`src/rtl/io881_regfile.sv`:
```
// rtl/io881_regfile.sv - io881 programmer-visible register file (A, B, X, Y)
//
// Purpose: holds accumulators A/B (8-bit) and index registers X/Y (16-bit).
// X/Y support byte loads, word loads and increment/decrement. Zero flags
// xz/yz are registered from the next-state index value.
//
// Ports:
//   clk, rst            clock; asynchronous active-high reset
//   d8, d16             byte / word write-back data
//   wea, web            load d8 into A / B
//   wexl, wexh, wex16   load X low byte / high byte / full word
//   incx, decx          X increment / decrement
//   weyl, weyh, wey16   load Y low byte / high byte / full word
//   incy, decy          Y increment / decrement
//   qa, qb, qx, qy      current register contents
//   xz, yz              registered X==0 / Y==0 flags
module io881_regfile #(
   parameter logic [7:0]  RESET_A   = 8'h00,
   parameter logic [7:0]  RESET_B   = 8'h00,
   parameter logic [15:0] RESET_IDX = 16'h0000
) (
   input  logic        clk,
   input  logic        rst,
   input  logic [7:0]  d8,
   input  logic [15:0] d16,
   input  logic        wea,
   input  logic        web,
   input  logic        wexl,
   input  logic        wexh,
   input  logic        wex16,
   input  logic        incx,
   input  logic        decx,
   input  logic        weyl,
   input  logic        weyh,
   input  logic        wey16,
   input  logic        incy,
   input  logic        decy,
   output logic [7:0]  qa,
   output logic [7:0]  qb,
   output logic [15:0] qx,
   output logic [15:0] qy,
   output logic        xz,
   output logic        yz
);

   // Strobes that are anything other than a clean 1 (X/Z after reset) are
   // treated as inactive so unknown control cannot corrupt state.
   logic s_wea, s_web;
   logic s_wexl, s_wexh, s_wex16, s_incx, s_decx;
   logic s_weyl, s_weyh, s_wey16, s_incy, s_decy;

   assign s_wea   = (wea   === 1'b1);
   assign s_web   = (web   === 1'b1);
   assign s_wexl  = (wexl  === 1'b1);
   assign s_wexh  = (wexh  === 1'b1);
   assign s_wex16 = (wex16 === 1'b1);
   assign s_incx  = (incx  === 1'b1);
   assign s_decx  = (decx  === 1'b1);
   assign s_weyl  = (weyl  === 1'b1);
   assign s_weyh  = (weyh  === 1'b1);
   assign s_wey16 = (wey16 === 1'b1);
   assign s_incy  = (incy  === 1'b1);
   assign s_decy  = (decy  === 1'b1);

   logic [7:0]  a_r, b_r;
   logic [15:0] x_r, y_r;
   logic [15:0] x_nxt, y_nxt;
   logic        xz_r, yz_r;

   // Shared update rule for X and Y: word load beats byte loads, byte loads
   // beat inc/dec, and inc together with dec cancels out.
   function automatic logic [15:0] idx_next(
      input logic [15:0] cur,
      input logic [15:0] w_data,
      input logic [7:0]  b_data,
      input logic        w16,
      input logic        wl,
      input logic        wh,
      input logic        inc,
      input logic        dec
   );
      logic [15:0] n;
      n = cur;
      if (w16) begin
         n = w_data;
      end else if (wl || wh) begin
         if (wl) n[7:0]  = b_data;
         if (wh) n[15:8] = b_data;
      end else if (inc && !dec) begin
         n = cur + 16'd1;
      end else if (dec && !inc) begin
         n = cur - 16'd1;
      end
      return n;
   endfunction

   always_comb begin
      x_nxt = idx_next(x_r, d16, d8, s_wex16, s_wexl, s_wexh, s_incx, s_decx);
      y_nxt = idx_next(y_r, d16, d8, s_wey16, s_weyl, s_weyh, s_incy, s_decy);
   end

   always_ff @(posedge clk or posedge rst) begin
      if (rst) begin
         a_r <= RESET_A;
         b_r <= RESET_B;
      end else begin
         if (s_wea) a_r <= d8;
         if (s_web) b_r <= d8;
      end
   end

   // Flags are computed from the next-state value so they change on the
   // same edge as the register they describe.
   always_ff @(posedge clk or posedge rst) begin
      if (rst) begin
         x_r  <= RESET_IDX;
         y_r  <= RESET_IDX;
         xz_r <= (RESET_IDX == 16'h0000);
         yz_r <= (RESET_IDX == 16'h0000);
      end else begin
         x_r  <= x_nxt;
         y_r  <= y_nxt;
         xz_r <= (x_nxt == 16'h0000);
         yz_r <= (y_nxt == 16'h0000);
      end
   end

   assign qa = a_r;
   assign qb = b_r;
   assign qx = x_r;
   assign qy = y_r;
   assign xz = xz_r;
   assign yz = yz_r;

endmodule
```
`config.mk`:
```
export PLATFORM = sky130hd
export DESIGN_NAME = io881_regfile
export DESIGN_NICKNAME = d
export VERILOG_FILES = /design/src/rtl/io881_regfile.sv
export SDC_FILE = /design/constraint.sdc
export NUM_CORES = 1
export LEC_CHECK = 0
export CAP_MARGIN = 10
export CORE_ASPECT_RATIO = 1.1
export CORE_MARGIN = 4
export CORE_UTILIZATION = 35
export DETAILED_ROUTE_END_ITERATION = 16
export RECOVER_POWER = 25
export SETUP_SLACK_MARGIN = 0.05
export SLEW_MARGIN = 10
export SYNTH_ARGS = -nofsm -noshare
export SYNTH_HDL_FRONTEND = slang
export SYNTH_SLANG_ARGS = --single-unit
export TNS_END_PERCENT = 20
```
`constraint.sdc`:
```
create_clock -name clk -period 2.45 [get_ports clk]
set_input_delay 0.735 -clock clk [delete_from_list [all_inputs] [get_ports clk]]
set_output_delay 0.735 -clock clk [all_outputs]
set_load 0.1 [all_outputs]
```
# Word-level counts from Yosys, hierarchy flattened

Index checks and enable logic that the tools add are counted.

Bits in registers: 50
Output and inout bits: 50
Logic and storage cells: 46

Add/subtract/negate cells: 4
Eq/ne operators: 12
Mux-type cells: 12
Reduce and logical (&&, ||, !) cells: 12

Operator list:

| operator                                            | number |
|---|---|
| two-way mux 16 bit                                  | 8 |
| adder 16 x 1 -> 16 bit (second input constant)      | 2 |
| zero test 16 bit                                    | 2 |
| two-way mux 8 bit                                   | 4 |
| subtractor 16 x 1 -> 16 bit (second input constant) | 2 |
| case equality test 1 bit (second input constant)    | 12 |
| logical AND 1 bit                                   | 4 |
| zero test 1 bit                                     | 4 |
| logical OR 1 bit                                    | 2 |

# Logic depth before layout (Yosys ltp)

Gate-level depths: netlist of the first run.

Depth in word-level cells: 8
Gate-level depth with buffers: 10
Mapped depth without buffers: 10

# Least setup slack after synthesis of the first run

No wires, ideal clock.

Path kind: register to register
Start point: register y_r[2], in the netlist qy[2]
End point: register yz_r, in the netlist yz
Library setup time: 0.090 ns
Arrival: 3.151 ns
Slack: -0.791 ns
Stages on the path, launching flop included: 9
Path buffers: 0
Period minus slack after synthesis: 3.241 ns
Cells stage by stage: dfrtp_1 and4b_1 nand4_1 a2111oi_0 xnor2_1 o31ai_2 a21o_1 or4_1 nor4_2

Word-level cells in the longest chain between the ends: 6
Elaborated cells on any way between the ends: 8
Those cells by class: add/sub (2); mux (5); reduce/logical (1)

RTL lines:

| what                        | RTL line | RTL |
|---|---|---|
| from (decl)                 | 66       | `logic [15:0] x_r, y_r;` |
| from (signal assigned)      | 122      | `y_r <= y_nxt;` |
| subtractor 16 x 1 -> 16 bit | 92       | `n = cur - 16'd1;` |
| two-way mux 16 bit          | 91       | `end else if (dec && !inc) begin` |
| two-way mux 16 bit *        | 89       | `end else if (inc && !dec) begin` |
| two-way mux 16 bit *        | 86       | `end else if (wl \|\| wh) begin` |
| two-way mux 16 bit *        | 84       | `if (w16) begin` |
| named net y_nxt[14]         | 67       | `logic [15:0] x_nxt, y_nxt;` |
| zero test 16 bit *          | 124      | `yz_r <= (y_nxt == 16'h0000);` |
| to (signal assigned)        | 119      | `yz_r <= (RESET_IDX == 16'h0000);` |
| to (signal assigned)        | 124      |  |
| to (decl)                   | 68       | `logic xz_r, yz_r;` |

The timed path passes the listed nets; every way through them passes the cells marked *.
A chain may end at the register's enable or synchronous reset.

# Worst setup path after layout of the first run

Start point: input decy
End point: register yz_r, in the netlist yz

Word-level cells in the longest chain between the ends: 7
Elaborated cells on any way between the ends: 9
Those cells by class: eq/ne (1); mux (4); reduce/logical (4)

RTL lines:

| what                                                           | RTL line | RTL |
|---|---|---|
| from (decl)                                                    | 37       | `input logic decy,` |
| case equality test 1 bit *                                     | 63       | `assign s_decy = (decy === 1'b1);` |
| logical AND 1 bit / zero test 1 bit (equally long branches)    | 91, 89   |  |
| two-way mux 16 bit / logical AND 1 bit (equally long branches) | 91, 89   |  |
| two-way mux 16 bit *                                           | 89       |  |
| two-way mux 16 bit *                                           | 86       |  |
| two-way mux 16 bit *                                           | 84       |  |
| named net y_nxt[14]                                            | 67       |  |
| zero test 16 bit *                                             | 124      |  |

Marks and branches as above.

==> results of run 1 <==
-- state kept, by name, indices dropped and copies added (netlist names) --
signal,count
qx,16
qb,8
xz,1
qy,16
qa,8
yz,1
-- critical path, stage by stage --
cell and delay (ps):
buf_2 120, and4b_1 270, nand4_1 120, buf_4 170, a2111oi_2 380, xnor2_1 200
o31ai_2 100, a21o_1 170, or4_1 480, nor4_2 150
-- layout by cell type (no fill, tap or decap), types with 5 or more instances in the layout --
master,count
nand4_1,6
buf_6,5
dfrtp_2,13
nor3_1,17
mux2_2,17
nand4b_1,5
dfrtp_1,32
nor2_1,28
clkbuf_8,6
nor4_1,7
o21ai_0,20
or3_1,6
xnor2_1,9
nand3_1,9
a21o_1,6
clkdlybuf4s50_1,31
buf_4,172
xor2_1,14
buf_12,6
a21oi_1,30
inv_1,15
nand2_1,49
and3_1,10
nand2b_1,6
nand3b_1,5
-- power groups by stage --
| stage | combinational, mW | sequential, mW | clock [mW] |
|---|---|---|---|
| final | 1.51 | 0.991 | 0.746 |
| after global routing | 1.59 | 1.00 | 0.785 |
| after CTS | 1.51 | 0.991 | 0.759 |
| after detailed placement | 1.47 | 1.01 | 0 |
| after global placement | 1.46 | 1.00 | 0 |
| after floorplan | 0.340 | 1.58 | 0 |
-- layout make-up --
type / instances / area [µm²] / area share, %
multi-input cells: 338 / 2350 / 40.4
repair buffers: 220 / 1830 / 31.5
flip-flops and latches: 50 / 1280 / 22.1
well taps: 120 / 150 / 2.59
clock buffers: 6 / 82.6 / 1.42
clock inverters: 2 / 60.1 / 1.04
inverters: 15 / 56.3 / 0.970
-- per-stage QoR --
stage	hold WS, ps	setup WS [ps]	instance area (µm²)	std cells
6_report	518	-208	5800	751
2_1_floorplan	848	-340	3670	429
3_5_place_dp	498	-902	5420	727
5_1_grt	536	-361	5800	751
4_1_cts	522	-196	5780	750
3_3_place_gp	494	-875	5420	727
-- per-layer routing --
| layer | vias up | share of wire (%) | global-route usage [%] |
|---|---|---|---|
| li1 | 1967 | - | - |
| met1 | 1943 | 42 | 28.9 |
| met2 | 140 | 51 | 40.8 |
| met3 | 27 | 4.1 | 2.93 |
| met4 | 0 | 2.9 | 7.61 |
| met5 | - | 0 | 0 |
-- logic make-up (layout without fill, tap and decap cells) --
logic type | Yosys count | count (layout) | synth area share (%)
muxes | 20 | 20 | 6.15
adders and majority gates | 4 | 4 | 1.39
AOI/OAI and AO/OA | 104 | 104 | 18.7
and+or+nand+nor | 187 | 187 | 28.9
xor gates and xnor gates | 23 | 23 | 5.59
buffers and inverters | 41 | 243 | 4.52
DFF | 50 | 50 | 34.8
-- synth_stat cells, types with 3 or more instances --
| master | number | area share, % |
|---|---|---|
| o31ai_1 | 3 | 0.63 |
| nand2_1 | 50 | 5.2 |
| clkbuf_1 | 20 | 2.1 |
| nor3_1 | 20 | 2.8 |
| nor2_1 | 29 | 3.0 |
| ha_1 | 4 | 1.4 |
| o22ai_1 | 6 | 1.0 |
| xnor2_1 | 9 | 2.2 |
| inv_1 | 15 | 1.6 |
| nand4b_1 | 5 | 1.2 |
| buf_2 | 4 | 0.56 |
| a31oi_1 | 4 | 0.69 |
| a32oi_1 | 3 | 0.73 |
| a21o_1 | 6 | 1.3 |
| and4b_1 | 3 | 0.83 |
| mux2_2 | 17 | 5.3 |
| dfrtp_1 | 48 | 33 |
| nand2b_1 | 7 | 1.2 |
| and3_1 | 10 | 1.7 |
| a211oi_1 | 3 | 0.63 |
| or3_1 | 6 | 1.0 |
| o21ai_0 | 21 | 2.9 |
| nand4_1 | 6 | 1.0 |
| nand3_1 | 10 | 1.4 |
| nor2b_1 | 3 | 0.52 |
| a221o_1 | 3 | 0.83 |
| nor4_1 | 9 | 1.6 |
| nand3b_1 | 5 | 1.0 |
| a21oi_1 | 32 | 4.4 |
| xor2_1 | 14 | 3.4 |
| mux2i_1 | 3 | 0.83 |
-- how the worst min path moves through the flow --
stage | to | from | cells after the start | slack, ps
2_1_floorplan | qx[7] | d16[7] | 2 | 850
3_3_place_gp | qa[4] | qa[4] | 1 | 490
3_5_place_dp | qb[4] | qb[4] | 1 | 500
4_1_cts | qb[4] | qb[4] | 1 | 520
5_1_grt | qa[3] | qa[3] | 1 | 540
6_report | qb[4] | qb[4] | 1 | 520
-- repair_timing --
action,CTS,global route
setup endpoints to repair,15,3
gates resized for setup,42,8
pin swaps,23,5
setup buffers,15,1
==> flow_summary_export.csv, run 1 <==
group,metric,value,unit
floorplan,die_h,114,µm
setup_path,worstSetupStartpoint,"decy",
place,place.detailed.hpwl,10.5,mm
layout,drive_gt1_share,42.3,%
clocking,clockBufferDepth,2,
clocking,clock_sinks,50,
route,drtPass1Iterations,5,
setup_path,regToRegStartpoint,"qy[4]",
clocking,root_buffer,"clkbuf_8",
setup_path,cp_data_arrival_time,2900,ps
setup_path,crit_required,2690,ps
layout,nNetsFinal,672,
run_status,status,"finished, violations left",
timing,fin_ws,-208,ps
clocking,htree_levels,2,
yosys,ys_seq_elements,50,
yosys,avgSynthCellArea,8.40,µm²
clocking,clk_latency,320,ps
timing,finalHoldViolations,0,
timing,period_minus_slack,2660,ps
floorplan,die_w,105,µm
yosys,syn_nets,471,
grt,grt_first_pass_wirelength,21.9,mm
setup_path,crit_path_end,"yz",
route,drc,0,
power,p_switching,1.39,mW
yosys,syn_area,0.00360,mm²
power,powerDensity,560,mW/mm²
yosys,yosys_warnings,0,
floorplan,num_io_pins,88,
grt,grt_pass1_vias,4147,
run,max-cap-violations,0,
yosys,synth_edf_count,0,
timing,fin_skew,8.62,ps
setup_path,r2r_cells,10,
floorplan,rows,38,
timing,period_share,108,%
route,wl_per_cell,18.0,µm
clocking,ctsHoldBuffers,0,
place,place_congestion,0.901,
timing,drv_slew,0,
power,power_frac_clock,23.0,%
setup_path,crit_type,"input pin to flop",
power,p_leak,2.65,nW
grt,grt_start_max_net_pins,26,
layout,fill_cells,903,
timing,setup_viol,2,
grt,antenna_found_initial,0,
grt,grt.overflow.total,0,
clocking,cts_buffers,5,
route,routed_wl,13.5,mm
yosys,synthArstFlopShare,100,%
setup_path,worstSetupEndpointType,"flop",
power,p_int,1.86,mW
yosys,synth_cell_types,71,
route,postRouteAntennaNets,0,
clocking,path_clk_slew,100,ps
yosys,synth_flop_cell,"dfrtp_1",
route,vias_per_cell,5.43,
yosys,ys_seq_area_share,34.8,%
timing,fmax,376,MHz
timing,slew_headroom,55.1,%
setup_path,r2r-end,"yz",
layout,post-route-util,58.4,%
route,drtIter0Drc,220,
worst_hold_path,hold_path_class,"flop to flop",
floorplan,design.core.area,0.00994,mm²
power,power_frac_seq,30.5,%
yosys,syn_inst,429,
place,port_buffers,87,
floorplan,initial_core_util,36.3,%
timing,setup_tns,-305,ps
power,netSwitchingFraction,42.9,%
power,finalPower,3.25,mW
timing,rsz0062_at_grt,"true",
setup_path,cp_max_fo,4,
setup_path,r2r_setup_slack,-140,ps
route,num_vias,4077,
setup_path,worst_setup_path_start_kind,"input pin",
grt,track_usage,23.0,%
run_status,violations,"setup timing",
clocking,cts_tree,"yes",
timing,worstMarginPinSlew,674,ps
power,max-vdd-ir-drop,0.250,mV
power,p_comb_share,46.5,%
floorplan,die-area,0.0120,mm²
layout,area_growth,61.1,%
layout,n_antenna_cell,0,
Power figures use the tool's default switching activity.
==> run 2: changes to the inputs <==
--- a/config.mk
+++ b/config.mk
@@ -7,9 +7,10 @@
 export LEC_CHECK = 0
 export CAP_MARGIN = 10
 export CORE_ASPECT_RATIO = 1.1
-export CORE_MARGIN = 4
-export CORE_UTILIZATION = 35
+export CORE_MARGIN = 2
+export CORE_UTILIZATION = 46
 export DETAILED_ROUTE_END_ITERATION = 16
+export PLACE_DENSITY = 0.78
 export RECOVER_POWER = 25
 export SETUP_SLACK_MARGIN = 0.05
 export SLEW_MARGIN = 10
==> run 2 against run 1 <==
Net effect: the run still ends with setup timing left; wire length is 0.27% lower; clock skew is 2.0 ps higher; total power is 3.7% lower; final cell count is 2.4% lower; utilization is 18 points higher; first-iteration DRC count is 34% higher; fmax is 0.88% lower; highest routed layer unchanged.
==> flow_summary_export.csv, run 2 (synthesis gave the netlist of run 1 again) <==
group,metric,value,unit
run_status,status,"finished, violations left",
run_status,violations,"setup timing",
power,netSwitchingFraction,44.8,%
power,power_frac_clock,19.2,%
floorplan,initial_core_util,47.9,%
layout,area_growth,60.2,%
timing,fin_skew,10.7,ps
run,max-cap-violations,0,
setup_path,crit_slowest_cell,"or4_4",
place,place.detailed.hpwl,10.5,mm
setup_path,worst_setup_path_start_kind,"flop",
layout,multi_input_area,0.00238,mm²
route,postRouteAntennaNets,0,
route,wl_per_cell,18.4,µm
route,drc,0,
grt,grt_pass1_vias,4342,
layout,fill_cells,564,
floorplan,design.core.area,0.00751,mm²
timing,period_minus_slack,2680,ps
clocking,clockBufferDepth,2,
layout,nNetsFinal,669,
grt,grt_start_max_net_pins,28,
grt,grt_first_pass_wirelength,21.5,mm
power,p_comb_share,49.1,%
setup_path,cp_max_fo,2,
setup_path,r2r_setup_slack,-230,ps
timing,fmax,373,MHz
clocking,ctsHoldBuffers,0,
power,p_int,1.73,mW
clocking,root_buffer,"clkbuf_8",
setup_path,worstSetupEndpointType,"flop",
layout,seq_area,0.00128,mm²
setup_path,worstSetupStartpoint,"qy[4]",
setup_path,crit_path_end,"yz",
worst_hold_path,hold_path_class,"flop to flop",
route,vias_per_cell,5.82,
route,routed_wl,13.5,mm
setup_path,cp_data_arrival_time,2910,ps
clocking,path_clk_slew,100,ps
setup_path,crit_type,"flop to flop",
power,finalPower,3.13,mW
clocking,clk_latency,310,ps
timing,fin_ws,-232,ps
place,place_congestion,0.958,
route,num_vias,4268,
power,power_frac_seq,31.7,%
layout,final_common_cell,"buf_4",
setup_path,cp_top_family,"simple AND/OR/NAND/NOR gates",
setup_path,r2r_cells,8,
layout,layout_common_cells,"166 x buf_4, 49 x nand2_1, 32 x a21oi_1, 32 x dfrtp_1, 29 x clkdlybuf4s50_1",
setup_path,path_depth,8,
grt,grt.overflow.total,0,
clocking,htree_levels,2,
timing,slew_headroom,30.9,%
setup_path,cp.buffers_inverters,0,
timing,finalHoldViolations,0,
setup_path,r2r-end,"yz",
route,drtPass1Iterations,5,
setup_path,slowest_delay,520,ps
layout,n_antenna_cell,0,
power,powerDensity,542,mW/mm²
clocking,cts_buffers,5,
place,port_buffers,87,
layout,drive_gt1_share,42.4,%
setup_path,cpMostUsedCell,"nor4_4",
route,drtIter0Drc,295,
clocking,cts_tree,"yes",
setup_path,cp_cell_sequence,"nor4_4, nand4_1, o32ai_2, xor2_1, a221o_1, or2_1, or4_4, nor4_4",
power,p_leak,2.63,nW
floorplan,rows,33,
floorplan,die_w,88.4,µm
setup_path,regToRegStartpoint,"qy[4]",
timing,rsz0062_at_grt,"true",
floorplan,die-area,0.00856,mm²
setup_path,crit_required,2680,ps
grt,antenna_found_initial,0,
timing,setup_viol,2,
grt,track_usage,32.3,%
clocking,clock_sinks,50,
layout,post-route-util,76.8,%
floorplan,die_h,96.8,µm
timing,period_share,109,%
timing,drv_slew,0,
floorplan,num_io_pins,88,
timing,worstMarginPinSlew,1040,ps
power,max-vdd-ir-drop,0.430,mV
power,p_switching,1.40,mW
## run 2: layout make-up
type / instances / share of cell area (%)
multi-input cells: 338 / 41.3
clock inverters: 3 / 0.781
well taps: 105 / 2.28
flip-flops and latches: 50 / 22.2
repair buffers: 217 / 31.2
clock buffers: 5 / 1.19
inverters: 15 / 0.976
## run 2: how the worst min path moves through the flow
stage	startpoint	to	slack, ps	cells past startpoint
global placement	qb[2]	qb[2]	490	1
detailed placement	qa[0]	qa[0]	500	1
global route	qa[0]	qa[0]	530	1
CTS	qa[0]	qa[0]	520	1
floorplan	d16[7]	qx[7]	850	2
finish	qa[0]	qa[0]	510	1
## run 2: power groups by stage
stage          registers (mW)  logic (mW)  clock network, mW
2_1_floorplan            1.58       0.340                  0
3_3_place_gp            0.999        1.46                  0
3_5_place_dp             1.00        1.47                  0
4_1_cts                 0.988        1.53              0.609
5_1_grt                 0.999        1.61              0.644
6_report                0.991        1.54              0.601
## run 2: layer usage
layer / wire (µm) / track usage (%) / vias up
met4: 609 / 15.3 / 0
li1: - / - / 1973
met2: 6970 / 56.0 / 214
met1: 5060 / 38.2 / 2029
met3: 848 / 4.52 / 52
met5: 0 / 0 / -
## run 2: through the flow
| step | hold slack, ps | setup slack (ps) | std cells | TNS [ps] | area [µm²] |
|---|---|---|---|---|---|
| floorplan | 848 | -340 | 429 | -686 | 3670 |
| global placement | 492 | -910 | 714 | -9200 | 5390 |
| detailed placement | 499 | -1030 | 714 | -10490 | 5390 |
| CTS | 520 | -193 | 732 | -193 | 5760 |
| global route | 535 | -313 | 733 | -517 | 5770 |
| finish | 514 | -232 | 733 | -268 | 5770 |
## run 2: repair_timing
item / 4_1_cts / 5_1_grt
hold endpoints to repair: 0 / 0
setup buffers: 10 / 1
setup endpoints to repair: 16 / 5
gates resized for setup: 62 / 4
pin swaps: 27 / 3
==> run 3: changes to the inputs <==
--- a/config.mk
+++ b/config.mk
@@ -9,6 +9,7 @@
 export CORE_ASPECT_RATIO = 1.1
 export CORE_MARGIN = 2
 export CORE_UTILIZATION = 46
+export CTS_CLUSTER_SIZE = 40
 export DETAILED_ROUTE_END_ITERATION = 16
 export PLACE_DENSITY = 0.78
 export RECOVER_POWER = 25
==> results of run 3 <==
Same layout as run 2: the final DEF is identical, and so are final timing and power.
